[config.mk]
export PLATFORM = sky130hd
export DESIGN_NAME = btn_conditioner
export DESIGN_NICKNAME = d
export VERILOG_FILES = /design/src/rtl/btn_pkg.sv /design/src/rtl/sync_2ff.sv /design/src/rtl/btn_conditioner.sv
export SDC_FILE = /design/constraint.sdc
export NUM_CORES = 1
export LEC_CHECK = 0
export BUFFER_PORTS_ARGS = -buffer_cell sky130_fd_sc_hd__buf_2
export CORE_MARGIN = 4
export CORE_UTILIZATION = 30
export CTS_CLUSTER_DIAMETER = 100
export DETAILED_ROUTE_END_ITERATION = 10
export PLACE_DENSITY = 0.44
export SETUP_SLACK_MARGIN = 0.15
export SYNTH_ARGS = -nofsm -noshare
export SYNTH_HDL_FRONTEND = slang
export SYNTH_SLANG_ARGS = --single-unit
[constraint.sdc]
create_clock -name sys_clk -period 2.45 [get_ports sys_clk]
set_clock_uncertainty 0.2 [all_clocks]
set_input_delay 0.245 -clock sys_clk [delete_from_list [all_inputs] [get_ports sys_clk]]
set_output_delay 0.245 -clock sys_clk [all_outputs]
set_load 0.01 [all_outputs]
[src/rtl/btn_pkg.sv]
`default_nettype none
// ============================================================================
//  Module      : btn_pkg
//  Description : Shared types, constants and helpers for the push-button
//                conditioner. Defaults assume the 27 MHz board clock.
//  Revision    : 1.0  initial release
// ============================================================================
package btn_pkg;

    // Debounce FSM states, explicit 2-bit encoding
    typedef enum logic [1:0] {
        ST_IDLE   = 2'd0,
        ST_DEB_DN = 2'd1,
        ST_DOWN   = 2'd2,
        ST_DEB_UP = 2'd3
    } btn_state_e;

    // Default cycle counts at 27 MHz: 10 ms, 1 s, 250 ms
    localparam int unsigned c_DEBOUNCE_CYCLES_27M = 270_000;
    localparam int unsigned c_LONG_CYCLES_27M     = 27_000_000;
    localparam int unsigned c_REPEAT_CYCLES_27M   = 6_750_000;

    // Width of a counter that must reach n-1; never narrower than one bit
    function automatic int cnt_width(input int unsigned n);
        return (n < 2) ? 1 : $clog2(n);
    endfunction

endpackage
`default_nettype wire

[src/rtl/sync_2ff.sv]
`default_nettype none
// ============================================================================
//  Module      : sync_2ff
//  Description : Two-flop synchroniser for a single asynchronous input.
//                Both flops reset to RESET_VAL so the idle level of the pin
//                is presented immediately after reset.
//  Revision    : 1.0  initial release
// ============================================================================
module sync_2ff #(
    parameter logic RESET_VAL = 1'b0
) (
    input  logic clk,
    input  logic rst,
    input  logic i_d,
    output logic o_q
);

    logic r_meta;
    logic r_sync;

    // Two-stage capture of the asynchronous input
    always_ff @(posedge clk) begin
        if (rst) begin
            r_meta <= RESET_VAL;
            r_sync <= RESET_VAL;
        end else begin
            r_meta <= i_d;
            r_sync <= r_meta;
        end
    end

    assign o_q = r_sync;

endmodule
`default_nettype wire

[src/rtl/btn_conditioner.sv]
`default_nettype none
// ============================================================================
//  Module      : btn_conditioner
//  Description : Synchronises and debounces a push-button pin and produces a
//                debounced level plus one-cycle press, release and long-press
//                strobes. Defining BTN_REPEAT_EN adds an auto-repeat strobe
//                after a long press; otherwise repeat_pulse is tied low.
//  Revision    : 1.0  initial release
// ============================================================================
module btn_conditioner
    import btn_pkg::*;
#(
    parameter int unsigned DEBOUNCE_CYCLES = c_DEBOUNCE_CYCLES_27M,
    parameter int unsigned LONG_CYCLES     = c_LONG_CYCLES_27M,
    parameter bit          ACTIVE_LOW      = 1'b1,
    parameter int unsigned REPEAT_CYCLES   = c_REPEAT_CYCLES_27M
) (
    input  logic sys_clk,
    input  logic sys_rst,
    input  logic btn_raw,
    output logic btn_level,
    output logic press_pulse,
    output logic release_pulse,
    output logic long_pulse,
    output logic repeat_pulse
);

    localparam int c_DEB_W  = cnt_width(DEBOUNCE_CYCLES);
    localparam int c_HOLD_W = cnt_width(LONG_CYCLES);
    localparam logic [c_DEB_W-1:0]  c_DEB_LAST  = c_DEB_W'(DEBOUNCE_CYCLES - 1);
    localparam logic [c_HOLD_W-1:0] c_HOLD_LAST = c_HOLD_W'(LONG_CYCLES - 1);

    // Reject parameter sets the counters cannot honour
    if (DEBOUNCE_CYCLES < 2) begin : g_bad_debounce
        $error("btn_conditioner: DEBOUNCE_CYCLES must be at least 2");
    end
    if (LONG_CYCLES <= DEBOUNCE_CYCLES) begin : g_bad_long
        $error("btn_conditioner: LONG_CYCLES must exceed DEBOUNCE_CYCLES");
    end
    if (REPEAT_CYCLES < 1) begin : g_bad_repeat
        $error("btn_conditioner: REPEAT_CYCLES must be at least 1");
    end

    logic                w_raw_sync;
    logic                w_s;
    btn_state_e          r_state;
    btn_state_e          w_state_nxt;
    logic [c_DEB_W-1:0]  r_deb_cnt;
    logic [c_HOLD_W-1:0] r_hold_cnt;
    logic                r_long_done;
    logic                w_deb_last;
    logic                w_hold_last;
    logic                w_level_nxt;
    logic                w_press_nxt;
    logic                w_release_nxt;
    logic                w_long_nxt;
    logic                w_repeat_nxt;
    logic                r_level;
    logic                r_press;
    logic                r_release;
    logic                r_long;
    logic                r_repeat;

    // Synchronisers idle at the released pin level so reset never looks like a press
    sync_2ff #(
        .RESET_VAL (ACTIVE_LOW)
    ) u_sync (
        .clk (sys_clk),
        .rst (sys_rst),
        .i_d (btn_raw),
        .o_q (w_raw_sync)
    );

    // Normalise so that 1 always means pressed
    assign w_s         = ACTIVE_LOW ? ~w_raw_sync : w_raw_sync;
    assign w_deb_last  = (r_deb_cnt == c_DEB_LAST);
    assign w_hold_last = (r_hold_cnt == c_HOLD_LAST);

    // State register
    always_ff @(posedge sys_clk) begin
        if (sys_rst) begin
            r_state <= ST_IDLE;
        end else begin
            r_state <= w_state_nxt;
        end
    end

    // Next-state logic: a level must stay stable for the full debounce window
    always_comb begin
        w_state_nxt = r_state;
        case (r_state)
            ST_IDLE: begin
                if (w_s) w_state_nxt = ST_DEB_DN;
            end
            ST_DEB_DN: begin
                if (!w_s)           w_state_nxt = ST_IDLE;
                else if (w_deb_last) w_state_nxt = ST_DOWN;
            end
            ST_DOWN: begin
                if (!w_s) w_state_nxt = ST_DEB_UP;
            end
            ST_DEB_UP: begin
                if (w_s)             w_state_nxt = ST_DOWN;
                else if (w_deb_last) w_state_nxt = ST_IDLE;
            end
            default: w_state_nxt = ST_IDLE;
        endcase
    end

    // Output decode: next values of the registered level and strobes
    always_comb begin
        w_level_nxt   = (w_state_nxt == ST_DOWN) || (w_state_nxt == ST_DEB_UP);
        w_press_nxt   = (r_state == ST_DEB_DN) && w_s && w_deb_last;
        w_release_nxt = (r_state == ST_DEB_UP) && !w_s && w_deb_last;
        // Long strobe depends only on the hold count, so a release seen on
        // the very same cycle does not suppress it
        w_long_nxt    = (r_state == ST_DOWN) && !r_long_done && w_hold_last;
    end

    // Debounce counter restarts on every state change and saturates at the last count
    always_ff @(posedge sys_clk) begin
        if (sys_rst) begin
            r_deb_cnt <= '0;
        end else if (w_state_nxt != r_state) begin
            r_deb_cnt <= '0;
        end else if (((r_state == ST_DEB_DN) || (r_state == ST_DEB_UP)) && !w_deb_last) begin
            r_deb_cnt <= r_deb_cnt + c_DEB_W'(1);
        end
    end

    // Hold counter: restarts on an accepted press, frozen outside DOWN, stops at the long count
    always_ff @(posedge sys_clk) begin
        if (sys_rst) begin
            r_hold_cnt  <= '0;
            r_long_done <= 1'b0;
        end else if ((r_state == ST_DEB_DN) && (w_state_nxt == ST_DOWN)) begin
            r_hold_cnt  <= '0;
            r_long_done <= 1'b0;
        end else if ((r_state == ST_DOWN) && !r_long_done) begin
            if (w_hold_last) begin
                r_long_done <= 1'b1;
            end else begin
                r_hold_cnt <= r_hold_cnt + c_HOLD_W'(1);
            end
        end
    end

`ifdef BTN_REPEAT_EN
    localparam int c_REP_W = cnt_width(REPEAT_CYCLES);
    localparam logic [c_REP_W-1:0] c_REP_LAST = c_REP_W'(REPEAT_CYCLES - 1);

    logic [c_REP_W-1:0] r_rep_cnt;
    logic               w_rep_last;

    assign w_rep_last   = (r_rep_cnt == c_REP_LAST);
    assign w_repeat_nxt = (r_state == ST_DOWN) && r_long_done && w_rep_last;

    // Repeat period counter: runs in DOWN after the long press, frozen in DEB_UP, cleared in IDLE
    always_ff @(posedge sys_clk) begin
        if (sys_rst) begin
            r_rep_cnt <= '0;
        end else if (r_state == ST_IDLE) begin
            r_rep_cnt <= '0;
        end else if ((r_state == ST_DOWN) && r_long_done) begin
            r_rep_cnt <= w_rep_last ? '0 : r_rep_cnt + c_REP_W'(1);
        end
    end
`else
    assign w_repeat_nxt = 1'b0;
`endif

    // Register every output so downstream logic sees glitch-free strobes
    always_ff @(posedge sys_clk) begin
        if (sys_rst) begin
            r_level   <= 1'b0;
            r_press   <= 1'b0;
            r_release <= 1'b0;
            r_long    <= 1'b0;
            r_repeat  <= 1'b0;
        end else begin
            r_level   <= w_level_nxt;
            r_press   <= w_press_nxt;
            r_release <= w_release_nxt;
            r_long    <= w_long_nxt;
            r_repeat  <= w_repeat_nxt;
        end
    end

    assign btn_level     = r_level;
    assign press_pulse   = r_press;
    assign release_pulse = r_release;
    assign long_pulse    = r_long;
    assign repeat_pulse  = r_repeat;

endmodule
`default_nettype wire

== Word-level counts from Yosys, hierarchy flattened ==
Cells that the tools add are included.

* Register bits: 53
* Latch bits: 0
* Bits in writable memories: 0
* Bits in read-only memories: 0
* Logic and storage cells: 46
* Memories: 0

* Add/subtract/negate cells: 2
* Multiply operators: 0
* Div/mod/pow operators: 0
* Magnitude comparators: 0
* Eq/ne operators: 8
* Shift-type cells: 0
* Muxes and demuxes: 7
* Bitwise gates (word level): 2
* Reduce and logical (&&, ||, !) cells: 17

{| class="wikitable"
|+ Operators with widths
! kind !! number
|-
| adder 25 x 1 -> 25 bit, second input constant || 1
|-
| equality test 25 bit, second input constant || 1
|-
| adder 19 x 1 -> 19 bit, second input constant || 1
|-
| equality test 19 bit, second input constant || 1
|-
| 2-to-1 mux 2 bit || 6
|-
| equality test 2 bit, second input constant || 4
|-
| logical AND 1 bit || 8
|-
| case mux 2 bit (4 select lines) || 1
|-
| AND reduction 2 bit || 2
|-
| OR reduction 2 bit || 2
|-
| equality test 2 x 1 -> 1 bit, second input constant || 1
|-
| zero test 1 bit || 2
|-
| zero test 2 bit || 1
|-
| logical OR 1 bit || 2
|-
| inequality test 2 bit || 1
|-
| NOT 1 bit || 2
|}

== Depth between registers and ports, before layout ==
* Depth after elaboration: 7
* Gate-level depth with buffers: 7
* Depth with buffers taken out: 6

== By module ==
Synthesis repeated with hierarchy kept, for this count alone.

* Cells, all modules: 286
* Area, all modules: 2452.4 um^2

{| class="wikitable"
|+ By module, submodules not included
! module !! times used !! cells an instance !! area each (um^2) !! seq. area each (um^2)
|-
| btn_conditioner || 1 || 282 || 2399.8 || 1001.0
|-
| sync_2ff || 1 || 4 || 52.6 || 40.0
|}

== Worst setup path after synthesis ==
Ideal clock, no wire load.

* Path type: register to register
* Start: register r_deb_cnt[0]
* End: register r_deb_cnt[10]
* Library setup time: 117 ps
* Arrival: 1689 ps
* Data required time: 2133 ps
* Setup slack: 444 ps
* Cell stages (with the launch flop): 8
* Path buffers: 1
* Clock period less this slack: 2006 ps
* Path through: dfxtp_1 ha_1 nand4_1 nor4_2 a21oi_1 nor2_2 buf_2 nor2_1

* Cells in the longest elaborated chain, start to end: 6
* Elaborated cells between the ends (all ways): 11

{| class="wikitable"
|+ Ends and longest elaborated chain
! element !! line !! text
|-
| start, declared || btn_conditioner.sv:48 || <nowiki>logic [c_DEB_W-1:0] r_deb_cnt;</nowiki>
|-
| start signal, assigned || btn_conditioner.sv:127 || <nowiki>r_deb_cnt <= r_deb_cnt + c_DEB_W'(1);</nowiki>
|-
| equality test 19 bit || btn_conditioner.sv:76 || <nowiki>assign w_deb_last = (r_deb_cnt == c_DEB_LAST);</nowiki>
|-
| 2-to-1 mux 2 bit (on tied branches) || btn_conditioner.sv:104, btn_conditioner.sv:97 ||
|-
| 2-to-1 mux 2 bit (on tied branches) || btn_conditioner.sv:103, btn_conditioner.sv:96 ||
|-
| case mux 2 bit (4 select lines) || btn_conditioner.sv:91 || <nowiki>case (r_state)</nowiki>
|-
| inequality test 2 bit || btn_conditioner.sv:124 || <nowiki>end else if (w_state_nxt != r_state) begin</nowiki>
|-
| OR reduction 2 bit (no line) || - ||
|}

Several ways; a longest one is shown, not always the timed one.
A chain may end at the register's enable or synchronous reset.

== Worst setup path in the final report ==
* Start: register r_deb_cnt[0]
* End: register r_hold_cnt[21]

* Cells in the longest elaborated chain, start to end: 7
* Elaborated cells between the ends (all ways): 9

{| class="wikitable"
|+ Ends and longest elaborated chain
! element !! line !! text
|-
| equality test 19 bit * || btn_conditioner.sv:76 ||
|-
| 2-to-1 mux 2 bit (on tied branches) || btn_conditioner.sv:104, btn_conditioner.sv:97 ||
|-
| 2-to-1 mux 2 bit (on tied branches) || btn_conditioner.sv:103, btn_conditioner.sv:96 ||
|-
| case mux 2 bit (4 select lines) * || btn_conditioner.sv:91 ||
|-
| equality test 2 bit * || btn_conditioner.sv:136 || <nowiki>end else if ((r_state == ST_DEB_DN) && (w_state_nxt == ST_DOWN)) begin</nowiki>
|-
| logical AND 1 bit * || btn_conditioner.sv:136 ||
|-
| OR reduction 2 bit (no line) * || - ||
|-
| end signal, assigned || btn_conditioner.sv:143 || <nowiki>r_hold_cnt <= r_hold_cnt + c_HOLD_W'(1);</nowiki>
|-
| end, declared || btn_conditioner.sv:49 || <nowiki>logic [c_HOLD_W-1:0] r_hold_cnt;</nowiki>
|}

Mark *: on every way between the ends. The rest lies on a longest branch, timed or not.

==> flow_summary.ini <==
[status]
status = complete, no violations

[clock_network]
clock_latency_ps = 300
clock_path_buffers = 2
htreeDepth = 2
cts_buffers = 5
cts_setup_buffers = 0
cts_sinks = 52
cts.clk_slew.worst_paths_ps = 90
cts_tree = built
root_buffer = sky130_fd_sc_hd__clkbuf_8

[critical_path]
worstPathRequired_ps = 2450
rr_startpoint = r_deb_cnt[0]
timing_worst_setup_path_type = reg -> reg
setup.worst_path.start_class = register
cp_max_fo = 26
cp_data_arrival_time_ps = 2110
crit_path_end_kind = register
cp-startpoint = r_deb_cnt[0]

[logic_synthesis]
sequential_element_share_of_the_synthesized_area = 0.424
synth_top_area_cell = sky130_fd_sc_hd__dfxtp_1
synth_top_family_by_area = simple AND/OR/NAND/NOR gates
netlist_area_um2 = 2460
synth_fa_ha_area_frac = 0.0102
synthTopCellsByArea = sky130_fd_sc_hd__dfxtp_1 (42%), sky130_fd_sc_hd__xnor2_1 (7.5%), sky130_fd_sc_hd__nor2_1 (6.1%)
muxShareOfSynthArea = 0.00815
syn_area_per_cell_um2 = 8.47
ys_ff_latch = 52
synth_cell_type_count = 48
yosys.area.top_type_share = 0.424
compound_cell_area_share_of_the_yosys_netlist = 0.0820
syn_inst = 290
synth_fp_nets = 295
synth_simple_gate_area_frac = 0.338
yosys.area_share.xor_xnor = 0.0998
synth_warnings = 0

[detailed_routing]
route.top_layer_used = met4
routed-wl-met3_um = 144
wl_met2_mm = 2.01
detail_route.wirelength.met1_mm = 2.58
drt-pass1-iter-count = 6
antenna_violating_nets_post_route = 0
num_vias = 1990
routed_via_density = 4.99
routed_wirelength_mm = 4.80
drc = 0
drtIter0Drc = 87
detail_route.wl_per_cell_um = 12.0

[sta]
final.period_utilization = 0.860
timing.max_slew.rel_slack = 0.625
timing.setup.tns_ps = 0
worst-slew-pin-transition_ps = 559
period_needed_ps = 2110
final-setup-viol-count = 0
layout_setup_ws_ps = 342
setup_repair_after_global_routing_missed_its_margin = false
hold_viol_final = 0
timing_max_transition_violations_final = 0
timing.fmax_mhz = 474

[pwr]
pwr_cell_area_nw_per_um2 = 501
power.share.switching = 0.219
max-vdd-ir-drop_uv = 206
leakagePower_nw = 0.871
p_comb_frac = 0.025
clockPowerShare = 0.346
power.sequential.fraction = 0.628
internal_power_mw = 1.05
power_switching_mw = 0.297

[hold_path]
hold_class = in -> reg
min_from = sys_rst

[run]
maxCapViolations = 0

[global_routing]
grt_antenna_before_repair = 0
first_pass_grt_wire_length_mm = 8.65
grt-ovfl-total = 0
grt_max_degree = 27
grt_pass1_vias = 1863
groute.usage.overall = 0.105

[placed_design]
post-dp-hpwl_mm = 3.39
gpl.final_weighted_congestion = 0.711
post-place-ws_ps = 329
numPortBuffers = 6

[final_layout]
antennaDiodeCount = 0
register_area_um2 = 1040
flow.area_growth_from_synthesis_pct = 9.73
fraction_of_final_layout_cells_with_drive_strength_greater_than_1 = 0.101
fill_cells = 860
design.final.nets = 302
multiInputGateArea_um2 = 1330

[floorplan]
start_util = 0.313
die_x_um = 98.5
y_dimension_of_the_die_um = 98.5
io_pins = 8
design.die.area_um2 = 9700
core_area_um2 = 7850
row_count = 32
[metal layers]
metal	vias to the layer above	track usage
met5	-	0
li1	1029	-
met3	5	0.0170
met1	930	0.155
met4	0	0.0378
met2	26	0.154
[worst paths after layout]
| check | end | slack (ps) | cells past startpoint |
|---|---|---|---|
| worst max register to register | r_hold_cnt[21] | 340 | 7 |
| worst max-delay path | r_hold_cnt[21] | 340 | 7 |
| worst min register to register | u_sync.o_q | 220 | 1 |
| worst min-delay path | long_pulse | 4 | 2 |
[worst max-delay path: stages, from the launching register on]
cell and delay (ps):
sky130_fd_sc_hd__dfxtp_1 400, sky130_fd_sc_hd__ha_1 250, sky130_fd_sc_hd__nand4_1 160, sky130_fd_sc_hd__nor4_2 350
sky130_fd_sc_hd__buf_4 190, sky130_fd_sc_hd__a41o_1 220, sky130_fd_sc_hd__buf_12 180, sky130_fd_sc_hd__nor2_1 60
[stage by stage]
stage,hold slack (ps),cell area [um^2],cells,power (mW),utilization
floorplan,149,2460,290,0.893,-
finish,4.38,2700,399,1.35,0.343
global placement,201,2600,391,0.904,0.332
detailed placement,195,2600,391,0.903,0.332
global route,26.5,2700,399,1.41,0.343
CTS,2.38,2690,399,1.37,0.343
[repair_timing]
| item | CTS | global route |
|---|---|---|
| endpoints found under the hold margin | 1 | 0 |
| hold buffers | 1 | 0 |
| gates resized for setup | 0 | 1 |
| endpoints found under the setup margin | 0 | 7 |
[placed cells by master, fill, tap and decap left out, types with 2 or more instances in the layout]
cell type | synthesis | routed
sky130_fd_sc_hd__or3_1 | 6 | 6
sky130_fd_sc_hd__nor2_1 | 40 | 40
sky130_fd_sc_hd__buf_4 | 1 | 5
sky130_fd_sc_hd__o21ai_0 | 9 | 9
sky130_fd_sc_hd__and4_1 | 3 | 3
sky130_fd_sc_hd__mux2i_1 | 2 | 2
sky130_fd_sc_hd__nand4_1 | 11 | 11
sky130_fd_sc_hd__a21oi_1 | 15 | 14
sky130_fd_sc_hd__clkbuf_8 | 0 | 5
sky130_fd_sc_hd__dfxtp_1 | 52 | 52
sky130_fd_sc_hd__o31ai_1 | 2 | 2
sky130_fd_sc_hd__nor4_1 | 4 | 4
sky130_fd_sc_hd__ha_1 | 2 | 2
sky130_fd_sc_hd__inv_1 | 6 | 6
sky130_fd_sc_hd__buf_2 | 6 | 6
sky130_fd_sc_hd__nand2_1 | 24 | 24
sky130_fd_sc_hd__xnor2_1 | 21 | 21
sky130_fd_sc_hd__nor3_1 | 14 | 14
sky130_fd_sc_hd__nand3_1 | 20 | 20
sky130_fd_sc_hd__or4_1 | 2 | 2
sky130_fd_sc_hd__a31oi_1 | 2 | 2
sky130_fd_sc_hd__nor4_2 | 2 | 2
sky130_fd_sc_hd__nand3b_1 | 2 | 2
sky130_fd_sc_hd__or2_2 | 2 | 2
sky130_fd_sc_hd__xor2_1 | 7 | 7
sky130_fd_sc_hd__and3_1 | 8 | 8
sky130_fd_sc_hd__nor4b_1 | 2 | 2
[power groups by stage]
stage	logic (mW)	clock network (mW)	registers [mW]
after floorplan	0.0245	0	0.868
after global placement	0.0344	0	0.869
after detailed placement	0.0342	0	0.869
after CTS	0.0355	0.489	0.849
after global routing	0.0385	0.519	0.850
final	0.0344	0.468	0.849
[area by class of cell]
| type | instances | area share |
|---|---|---|
| clock buffer | 6 | 0.0269 |
| sequential | 52 | 0.386 |
| timing repair buffer | 13 | 0.0362 |
| tap | 102 | 0.0474 |
| multi-input combinational | 219 | 0.493 |
| inverter | 6 | 0.00836 |
| clock inverter | 1 | 0.00186 |
[cells in the mapped netlist, drive strengths merged]
cell / count
a211oi: 1
a21bo: 1
a21oi: 15
a22o: 1
a311oi: 1
a31oi: 2
a41o: 1
and2: 1
and3: 8
and3b: 1
and4: 3
and4b: 1
buf: 9
clkbuf: 4
conb: 1
dfxtp: 52
ha: 2
inv: 6
mux2i: 2
nand2: 24
nand2b: 1
nand3: 21
nand3b: 2
nand4: 12
nor2: 41
nor2b: 1
nor3: 14
nor3b: 2
nor4: 6
nor4b: 2
nor4bb: 1
o21ai: 10
o31ai: 2
or2: 2
or3: 7
or4: 2
xnor2: 21
xor2: 7
[flip-flops by register name, summed over array words and instances (netlist names)]
| signal | flops |
|---|---|
| r_long_done | 1 |
| press_pulse | 1 |
| u_sync.o_q | 1 |
| release_pulse | 1 |
| r_hold_cnt | 25 |
| r_deb_cnt | 19 |
| u_sync.r_meta | 1 |
| long_pulse | 1 |
| r_state | 2 |
[logic make-up after synthesis]
group                      count (synthesis)
xor gates and xnor gates                  28
and+or+nand+nor                          152
adders and majority gates                  2
other                                      1
buffers and inverters                     19
DFF                                       52
AOI/OAI and AO/OA                         34
muxes                                      2
(Power assumes the default switching activity.)
